[src/rtl/signal_selector_pkt_if.sv]
// AXI-Stream bundle (data, valid, last, ready) shared by the direct input,
// the feedback input and the selected output of signal_selector_pkt.
interface signal_selector_pkt_if #(
  parameter int WIDTH = 16
);
  logic [WIDTH-1:0] tdata;
  logic             tvalid;
  logic             tlast;
  logic             tready;

  modport master (output tdata, tvalid, tlast, input tready);
  modport slave  (input tdata, tvalid, tlast, output tready);
endinterface

[src/rtl/signal_selector_pkt.sv]
// signal_selector_pkt: picks the direct stream or one band slice of the
// feedback stream, switching only on packet boundaries, and registers the
// chosen stream through a 2-entry skid buffer.
// Optional macro SIGNAL_SELECTOR_DROP_CNT_EN adds po_drop_cnt, a saturating
// count of beats drained from the non-selected source.
module signal_selector_pkt #(
  parameter int DATA_WIDTH = 16,
  parameter int NUM_BANDS  = 3,
  parameter int SEL_WIDTH  = $clog2(NUM_BANDS + 1)
) (
  input  logic                 clk,
  input  logic                 rst,
  input  logic [SEL_WIDTH-1:0] pi_sel,
  signal_selector_pkt_if.slave  s_data,
  signal_selector_pkt_if.slave  s_fb,
  signal_selector_pkt_if.master m,
  output logic [SEL_WIDTH-1:0] po_active_sel,
  output logic                 po_sel_pending,
  output logic                 po_switch
`ifdef SIGNAL_SELECTOR_DROP_CNT_EN
  ,
  output logic [15:0]          po_drop_cnt
`endif
);

  localparam logic [SEL_WIDTH-1:0] MAX_SEL = SEL_WIDTH'(NUM_BANDS);

  logic [SEL_WIDTH-1:0]  sel_clamped;
  logic [SEL_WIDTH-1:0]  sel_next;
  logic [DATA_WIDTH-1:0] src_data;
  logic                  src_valid;
  logic                  src_last;
  logic                  src_ready;
  logic                  accept;
  logic                  pop;
  logic                  in_pkt;
  logic                  in_pkt_next;
  logic [DATA_WIDTH-1:0] spare_data;
  logic                  spare_last;
  logic                  spare_valid;
  logic                  head_valid_next;
  logic                  spare_valid_next;
  logic                  full_next;
  logic                  head_load_src;
  logic                  head_load_spare;
  logic                  spare_load;

  // Clamp the request and route the currently active source onto src_*.
  always_comb begin
    // NOTE: every signal gets a default first so no latch is inferred.
    sel_clamped = (pi_sel > MAX_SEL) ? MAX_SEL : pi_sel;
    src_data    = s_data.tdata;
    src_valid   = s_data.tvalid;
    src_last    = s_data.tlast;
    src_ready   = s_data.tready;
    if (po_active_sel != '0) begin
      src_valid = s_fb.tvalid;
      src_last  = s_fb.tlast;
      src_ready = s_fb.tready;
      src_data  = '0;
      for (int k = 1; k <= NUM_BANDS; k++) begin
        if (po_active_sel == SEL_WIDTH'(k))
          src_data = s_fb.tdata[(NUM_BANDS-k+1)*DATA_WIDTH-1 -: DATA_WIDTH];
      end
    end
  end

  // Handshakes, packet boundary tracking and skid-buffer occupancy.
  always_comb begin
    accept      = src_valid && src_ready;
    pop         = m.tvalid && m.tready;
    in_pkt_next = accept ? !src_last : in_pkt;
    // A boundary is an accepted tlast beat, or an idle cycle outside a packet.
    sel_next    = (accept ? src_last : !in_pkt) ? sel_clamped : po_active_sel;

    head_valid_next  = m.tvalid;
    spare_valid_next = spare_valid;
    if (pop) begin
      head_valid_next  = spare_valid || accept;
      spare_valid_next = spare_valid && accept;
    end else if (accept) begin
      head_valid_next  = 1'b1;
      spare_valid_next = m.tvalid;
    end
    full_next = head_valid_next && spare_valid_next;

    head_load_spare = pop && spare_valid;
    head_load_src   = accept && (pop ? !spare_valid : !m.tvalid);
    spare_load      = accept && (pop ? spare_valid : m.tvalid);
  end

  // Control state, registered readies and the output head register.
  always_ff @(posedge clk) begin
    // NOTE: state uses <= so every register samples pre-edge values.
    if (rst) begin
      in_pkt         <= 1'b0;
      po_active_sel  <= '0;
      po_switch      <= 1'b0;
      po_sel_pending <= 1'b0;
      spare_valid    <= 1'b0;
      m.tvalid       <= 1'b0;
      m.tdata        <= '0;
      m.tlast        <= 1'b0;
      s_data.tready  <= 1'b0;
      s_fb.tready    <= 1'b0;
    end else begin
      in_pkt         <= in_pkt_next;
      po_active_sel  <= sel_next;
      po_switch      <= (sel_next != po_active_sel);
      po_sel_pending <= in_pkt_next && (sel_clamped != sel_next);
      spare_valid    <= spare_valid_next;
      m.tvalid       <= head_valid_next;
      // The non-selected source is always drained so it never stalls upstream.
      s_data.tready  <= (sel_next == '0) ? !full_next : 1'b1;
      s_fb.tready    <= (sel_next != '0) ? !full_next : 1'b1;
      if (head_load_spare) begin
        m.tdata <= spare_data;
        m.tlast <= spare_last;
      end else if (head_load_src) begin
        m.tdata <= src_data;
        m.tlast <= src_last;
      end
    end
  end

  // Spare skid entry payload.
  always_ff @(posedge clk) begin
    // NOTE: payload is not reset; spare_valid alone marks the entry empty.
    if (spare_load) begin
      spare_data <= src_data;
      spare_last <= src_last;
    end
  end

`ifdef SIGNAL_SELECTOR_DROP_CNT_EN
  logic drop_beat;
  assign drop_beat = (po_active_sel == '0) ? (s_fb.tvalid && s_fb.tready)
                                           : (s_data.tvalid && s_data.tready);

  // Saturating count of discarded beats, cleared whenever the selection moves.
  always_ff @(posedge clk) begin
    if (rst)
      po_drop_cnt <= '0;
    else if (sel_next != po_active_sel)
      po_drop_cnt <= '0;
    else if (drop_beat && (po_drop_cnt != 16'hFFFF))
      po_drop_cnt <= po_drop_cnt + 16'd1;
  end
`endif

endmodule

[src/flat_wrapper.sv]
// flat-port wrapper written by rule: the top's interface ports become plain ports
module signal_selector_pkt_flat 
#(
  parameter int DATA_WIDTH = 16,
  parameter int NUM_BANDS  = 3,
  parameter int SEL_WIDTH  = $clog2(NUM_BANDS + 1)
)
  (clk, rst, pi_sel, po_active_sel, po_sel_pending, po_switch, s_data_tdata, s_data_tvalid, s_data_tlast, s_data_tready, s_fb_tdata, s_fb_tvalid, s_fb_tlast, s_fb_tready, m_tdata, m_tvalid, m_tlast, m_tready);
  signal_selector_pkt_if #(.WIDTH((16))) s_data_i ();
  signal_selector_pkt_if #(.WIDTH((3)*(16))) s_fb_i ();
  signal_selector_pkt_if #(.WIDTH((16))) m_i ();
  input  logic clk;
  input  logic rst;
  input  logic [SEL_WIDTH-1:0] pi_sel;
  output logic [SEL_WIDTH-1:0] po_active_sel;
  output logic po_sel_pending;
  output logic po_switch;
  input wire logic [$bits(s_data_i.tdata)-1:0] s_data_tdata;
  input wire logic [$bits(s_data_i.tvalid)-1:0] s_data_tvalid;
  input wire logic [$bits(s_data_i.tlast)-1:0] s_data_tlast;
  output wire logic [$bits(s_data_i.tready)-1:0] s_data_tready;
  input wire logic [$bits(s_fb_i.tdata)-1:0] s_fb_tdata;
  input wire logic [$bits(s_fb_i.tvalid)-1:0] s_fb_tvalid;
  input wire logic [$bits(s_fb_i.tlast)-1:0] s_fb_tlast;
  output wire logic [$bits(s_fb_i.tready)-1:0] s_fb_tready;
  output wire logic [$bits(m_i.tdata)-1:0] m_tdata;
  output wire logic [$bits(m_i.tvalid)-1:0] m_tvalid;
  output wire logic [$bits(m_i.tlast)-1:0] m_tlast;
  input wire logic [$bits(m_i.tready)-1:0] m_tready;
  assign s_data_i.tdata = s_data_tdata;
  assign s_data_i.tvalid = s_data_tvalid;
  assign s_data_i.tlast = s_data_tlast;
  assign s_data_tready = s_data_i.tready;
  assign s_fb_i.tdata = s_fb_tdata;
  assign s_fb_i.tvalid = s_fb_tvalid;
  assign s_fb_i.tlast = s_fb_tlast;
  assign s_fb_tready = s_fb_i.tready;
  assign m_tdata = m_i.tdata;
  assign m_tvalid = m_i.tvalid;
  assign m_tlast = m_i.tlast;
  assign m_i.tready = m_tready;
  signal_selector_pkt #(.DATA_WIDTH(DATA_WIDTH), .NUM_BANDS(NUM_BANDS), .SEL_WIDTH(SEL_WIDTH)) u_core (.clk(clk), .rst(rst), .pi_sel(pi_sel), .s_data(s_data_i), .s_fb(s_fb_i), .m(m_i), .po_active_sel(po_active_sel), .po_sel_pending(po_sel_pending), .po_switch(po_switch));
endmodule
[config.mk]
export PLATFORM = sky130hd
export DESIGN_NAME = signal_selector_pkt_flat
export DESIGN_NICKNAME = d
export VERILOG_FILES = /design/src/rtl/signal_selector_pkt_if.sv /design/src/rtl/signal_selector_pkt.sv /design/src/flat_wrapper.sv
export SDC_FILE = /design/constraint.sdc
export NUM_CORES = 1
export LEC_CHECK = 0
export CAP_MARGIN = 30
export CORE_ASPECT_RATIO = 0.5
export CORE_MARGIN = 2
export CORE_UTILIZATION = 41
export CTS_CLUSTER_SIZE = 14
export DETAILED_ROUTE_END_ITERATION = 8
export GPL_TIMING_DRIVEN = 0
export PLACE_DENSITY = 0.83
export SLEW_MARGIN = 20
export SYNTH_ARGS = -nofsm -noshare
export SYNTH_HDL_FRONTEND = slang
export SYNTH_SLANG_ARGS = --single-unit
export TNS_END_PERCENT = 10
[constraint.sdc]
create_clock -name clk -period 2.9 [get_ports clk]
set_clock_uncertainty 0.05 [all_clocks]
set_input_delay 0.725 -clock clk [delete_from_list [all_inputs] [get_ports clk]]
set_output_delay 0.725 -clock clk [all_outputs]
set_load 0.02 [all_outputs]
==> results.txt <==
----------------------------------------------------
[CTS]
  CTS sink cnt ... 43
  Insertion delay of the later-clocked pin in the worst-skew pair ... 0.31 ns
  Post-CTS Setup Inserts ... 0
  Maximum count of clock buffers along a single path ... 2
  Clock-pin slew on the worst setup and hold paths ... about 0.08 ns
  H-Tree Depth ... 2
  Post_cts resized ... 0
  Number of buffers created by CTS ... 5
  Root Driver ... sky130_fd_sc_hd__clkbuf_8
  CTS tree ... yes
  Hold_buf cts ... 0

[Synth]
  Yosys warning count ... 0
  Avg Inst Size Synth ... roughly 13 µm²
  Dominant cells by area after synthesis ... sky130_fd_sc_hd__dfxtp_1, sky130_fd_sc_hd__edfxtp_1, sky130_fd_sc_hd__mux4_1, sky130_fd_sc_hd__mux4_2, sky130_fd_sc_hd__a22oi_1
  Number of flops mapped to enable cells by yosys ... 17
  Sequential area share after synthesis ... 0.511
  Synth Instances ... 158
  Most numerous cell types in the synthesized netlist ... sky130_fd_sc_hd__dfxtp_1, sky130_fd_sc_hd__nand2_1, sky130_fd_sc_hd__a21oi_1
  Proportion of synthesized flip-flops having asynchronous set or reset ... 0
  Post-synth net total ... 231
  Number of distinct library cells after synthesis ... 27
  Cell type contributing the most total cell area after synthesis ... sky130_fd_sc_hd__dfxtp_1
  Synthesized area ... 0.00202 mm²
  Most frequently used cell type in the post-synthesis netlist ... sky130_fd_sc_hd__dfxtp_1
  Flops & latches, synth ... 43
  Fraction of synthesized cell area taken by the top area cell type ... 0.258
  Leading register cell type out of synthesis ... sky130_fd_sc_hd__dfxtp_1

[Timing]
  Max Slew Vio Count ... 0
  Hold_ws ... 0.408 ns
  Max Clk Rate ... 397 MHz
  Clock period minus worst slack ... 2.52 ns
  Post-route clock period utilization ... 0.868
  Hold Violations, Final ... 0
  Actual transition at the worst max-transition pin ... roughly 0.87 ns
  RSZ-0062 raised after global routing ... false
  Number of endpoints failing setup at the final stage ... 0
  Rel. slew slack ... 0.416

[Run status]
  Status ... complete, no violations

[Floorplan]
  Area of the die ... 0.00554 mm²
  Overall die height ... 53.6 µm
  Number of I/O pins ... 97
  Chip Width ... 103 µm
  Core ar. ... roughly 0.0046 mm²
  Standard-cell row count ... 17
  Initial standard-cell utilization of the core ... 0.442

[Worst setup path]
  Start-to-end type of the worst setup path ... primary input to flop
  Critical-path maximum fanout ... 17
  Worst-path cell with the longest stage delay ... sky130_fd_sc_hd__nor2_2
  Category of the worst setup path launch point ... primary input
  WP data arrival ... approximately 2.4 ns
  Slowest stage delay, CP ... 0.69 ns
  Critical path, cell by cell ... clkdlybuf4s50_1 -> nand4bb_1 -> and2_1 -> buf_2 -> nor2_2
  WP data required ... 2.78 ns
  Critical Path End Type ... flop

[Final layout]
  Area growth, synth to finish ... 57.6%
  Fraction of the core area covered by cells at the end of the flow ... 0.696
  Non-filler instance count after layout ... 327
  Post-layout nets ... 333
  Finished Cell Area ... ~0.0032 mm²
  Ratio of cells with drive above 1 in the final layout ... 0.103
  Antenna fix cells ... 0

[Placement]
  Count of input and output buffers ... 95
  Gpl congestion ... around 0.8
  Placed insts ... 319
  Sum of net half-perimeters after detailed placement ... roughly 4300 µm
  Post-placement cell area ... 0.00306 mm²

[Flow run]
  Max_cap viols ... 0

[Detailed routing]
  Via count ... 1716
  Routed Antenna Nets ... 0
  Vias per std cell ... 5.25
  Detailed-route wire length per cell ... 17.5 µm
  Number of detailed-route iterations in the first pass ... 4
  Count of routing violations after the opening detailed-route iteration ... 134
  Residual DRC count ... 0
  Sum of routed wire length over all layers ... 5730 µm

[GRT]
  Initial antenna violation count ... 0
  Peak-usage layer in the global routing report ... met2
  Wire length of the first global-routing pass ... 8460 µm
  Global router's overall resource usage ... 0.214
  Largest net degree at the start of global routing ... 18
  Via count of the first global-routing pass ... 1711
  Gr ovfl total ... 0
  Met1 routing resource usage after global routing ... 0.273
  Global routing met2 resource utilization ... 0.365
  Met3 track demand over resource ... 0.0455

[Power and ir drop]
  Portion of total power attributed to the clock network ... 0.325
  Total power consumption of the routed design ... 0.00161 W
  Reported leakage power ... 1.11 nW
  Switching power ... 0.000405 W
  Power per cell area ... around 510 mW/mm²
  Power share of the sequential group ... 0.426
  Worst voltage drop across the vdd grid ... 218 µV
  Portion of total power attributed to combinational logic ... 0.249
  Internal Pwr Total ... 0.00121 W
  Net switching fraction of the power ... 0.251

[Worst hold path]
  Hold Crit Class ... flop to flop

----------------------------------------------------
-- cell families (layout without fill, tap and decap cells) --
logic type / after synthesis / in the layout / synth area share
DFF: 43 / 43 / 0.511
and+or+nand+nor: 36 / 36 / 0.0830
AOI/OAI and AO/OA: 42 / 42 / 0.133
buffers and inverters: 13 / 116 / 0.0341
muxes: 22 / 22 / 0.230
xor gates and xnor gates: 2 / 2 / 0.00868
-- power by group through the flow --
stage	combinational (W)	sequential (W)	clock, W
floorplan	0.000171	0.000735	0
global placement	0.000389	0.000700	0
detailed placement	0.000399	0.000702	0
CTS	0.000403	0.000688	0.000522
global route	0.000428	0.000692	0.000541
finish	0.000402	0.000688	0.000525
-- routing by layer --
metal / part of all wire / vias to the layer above
met5: 0 / -
met4: 0.014 / 0
met3: 0.041 / 8
met2: 0.51 / 51
met1: 0.43 / 837
li1: - / 820
-- state kept, by name, summed over array words and instances, names as in the netlist --
register,count
u_core.po_sel_pending,1
u_core.m.tvalid,1
u_core.spare_data,16
u_core.spare_last,1
u_core.m.tlast,1
u_core.po_switch,1
u_core.m.tdata,16
u_core.spare_valid,1
u_core.s_data.tready,1
u_core.s_fb.tready,1
u_core.in_pkt,1
u_core.po_active_sel,2
-- worst paths after layout --
path | endpoint | cells past startpoint | slack [ns] | startpoint
worst max-delay path | u_core.spare_data[7] | 5 | 0.38 | s_data_tvalid
worst min-delay path | u_core.m.tdata[10] | 2 | 0.41 | u_core.m.tdata[10]
worst max register to register | u_core.m.tdata[12] | 6 | 0.84 | u_core.po_active_sel[0]
worst min register to register | u_core.m.tdata[10] | 2 | 0.41 | u_core.m.tdata[10]
-- worst max-delay path: cells and delay by family --
kind | cells | cell delay, ns
buf+inv | 2 | 0.65
simple gates | 3 | 1.02
-- area by class of cell --
class / instances / area, µm²
Buffer: 12 / 65.1
Sequential cell: 43 / 1030
Inverter: 1 / 3.75
Tap cell: 66 / 82.6
Clock inverter: 1 / 30.0
Fill cell: 309 / 1390
Timing Repair Buffer: 95 / 951
Multi-Input combinational cell: 102 / 922
Clock buffer: 7 / 97.6
-- through the flow --
stage               setup TNS, ns  worst slack [ns]
CTS                             0             0.405
global route                    0             0.302
finish                          0             0.381
detailed placement              0             0.117
floorplan                       0             0.559
global placement            -4.33            -0.255
-- cell usage in the layout, fill, tap and decap left out, types with 3 or more instances in the layout --
cell,n
sky130_fd_sc_hd__mux4_1,8
sky130_fd_sc_hd__buf_2,4
sky130_fd_sc_hd__mux4_2,8
sky130_fd_sc_hd__a21oi_1,19
sky130_fd_sc_hd__edfxtp_1,17
sky130_fd_sc_hd__nor2_1,6
sky130_fd_sc_hd__clkbuf_1,5
sky130_fd_sc_hd__mux2_4,3
sky130_fd_sc_hd__clkbuf_8,5
sky130_fd_sc_hd__dfxtp_1,26
sky130_fd_sc_hd__mux2i_1,3
sky130_fd_sc_hd__a22oi_1,17
sky130_fd_sc_hd__clkdlybuf4s50_1,95
sky130_fd_sc_hd__nand2_1,20
Note: power is estimated with default switching activity, not from simulation.
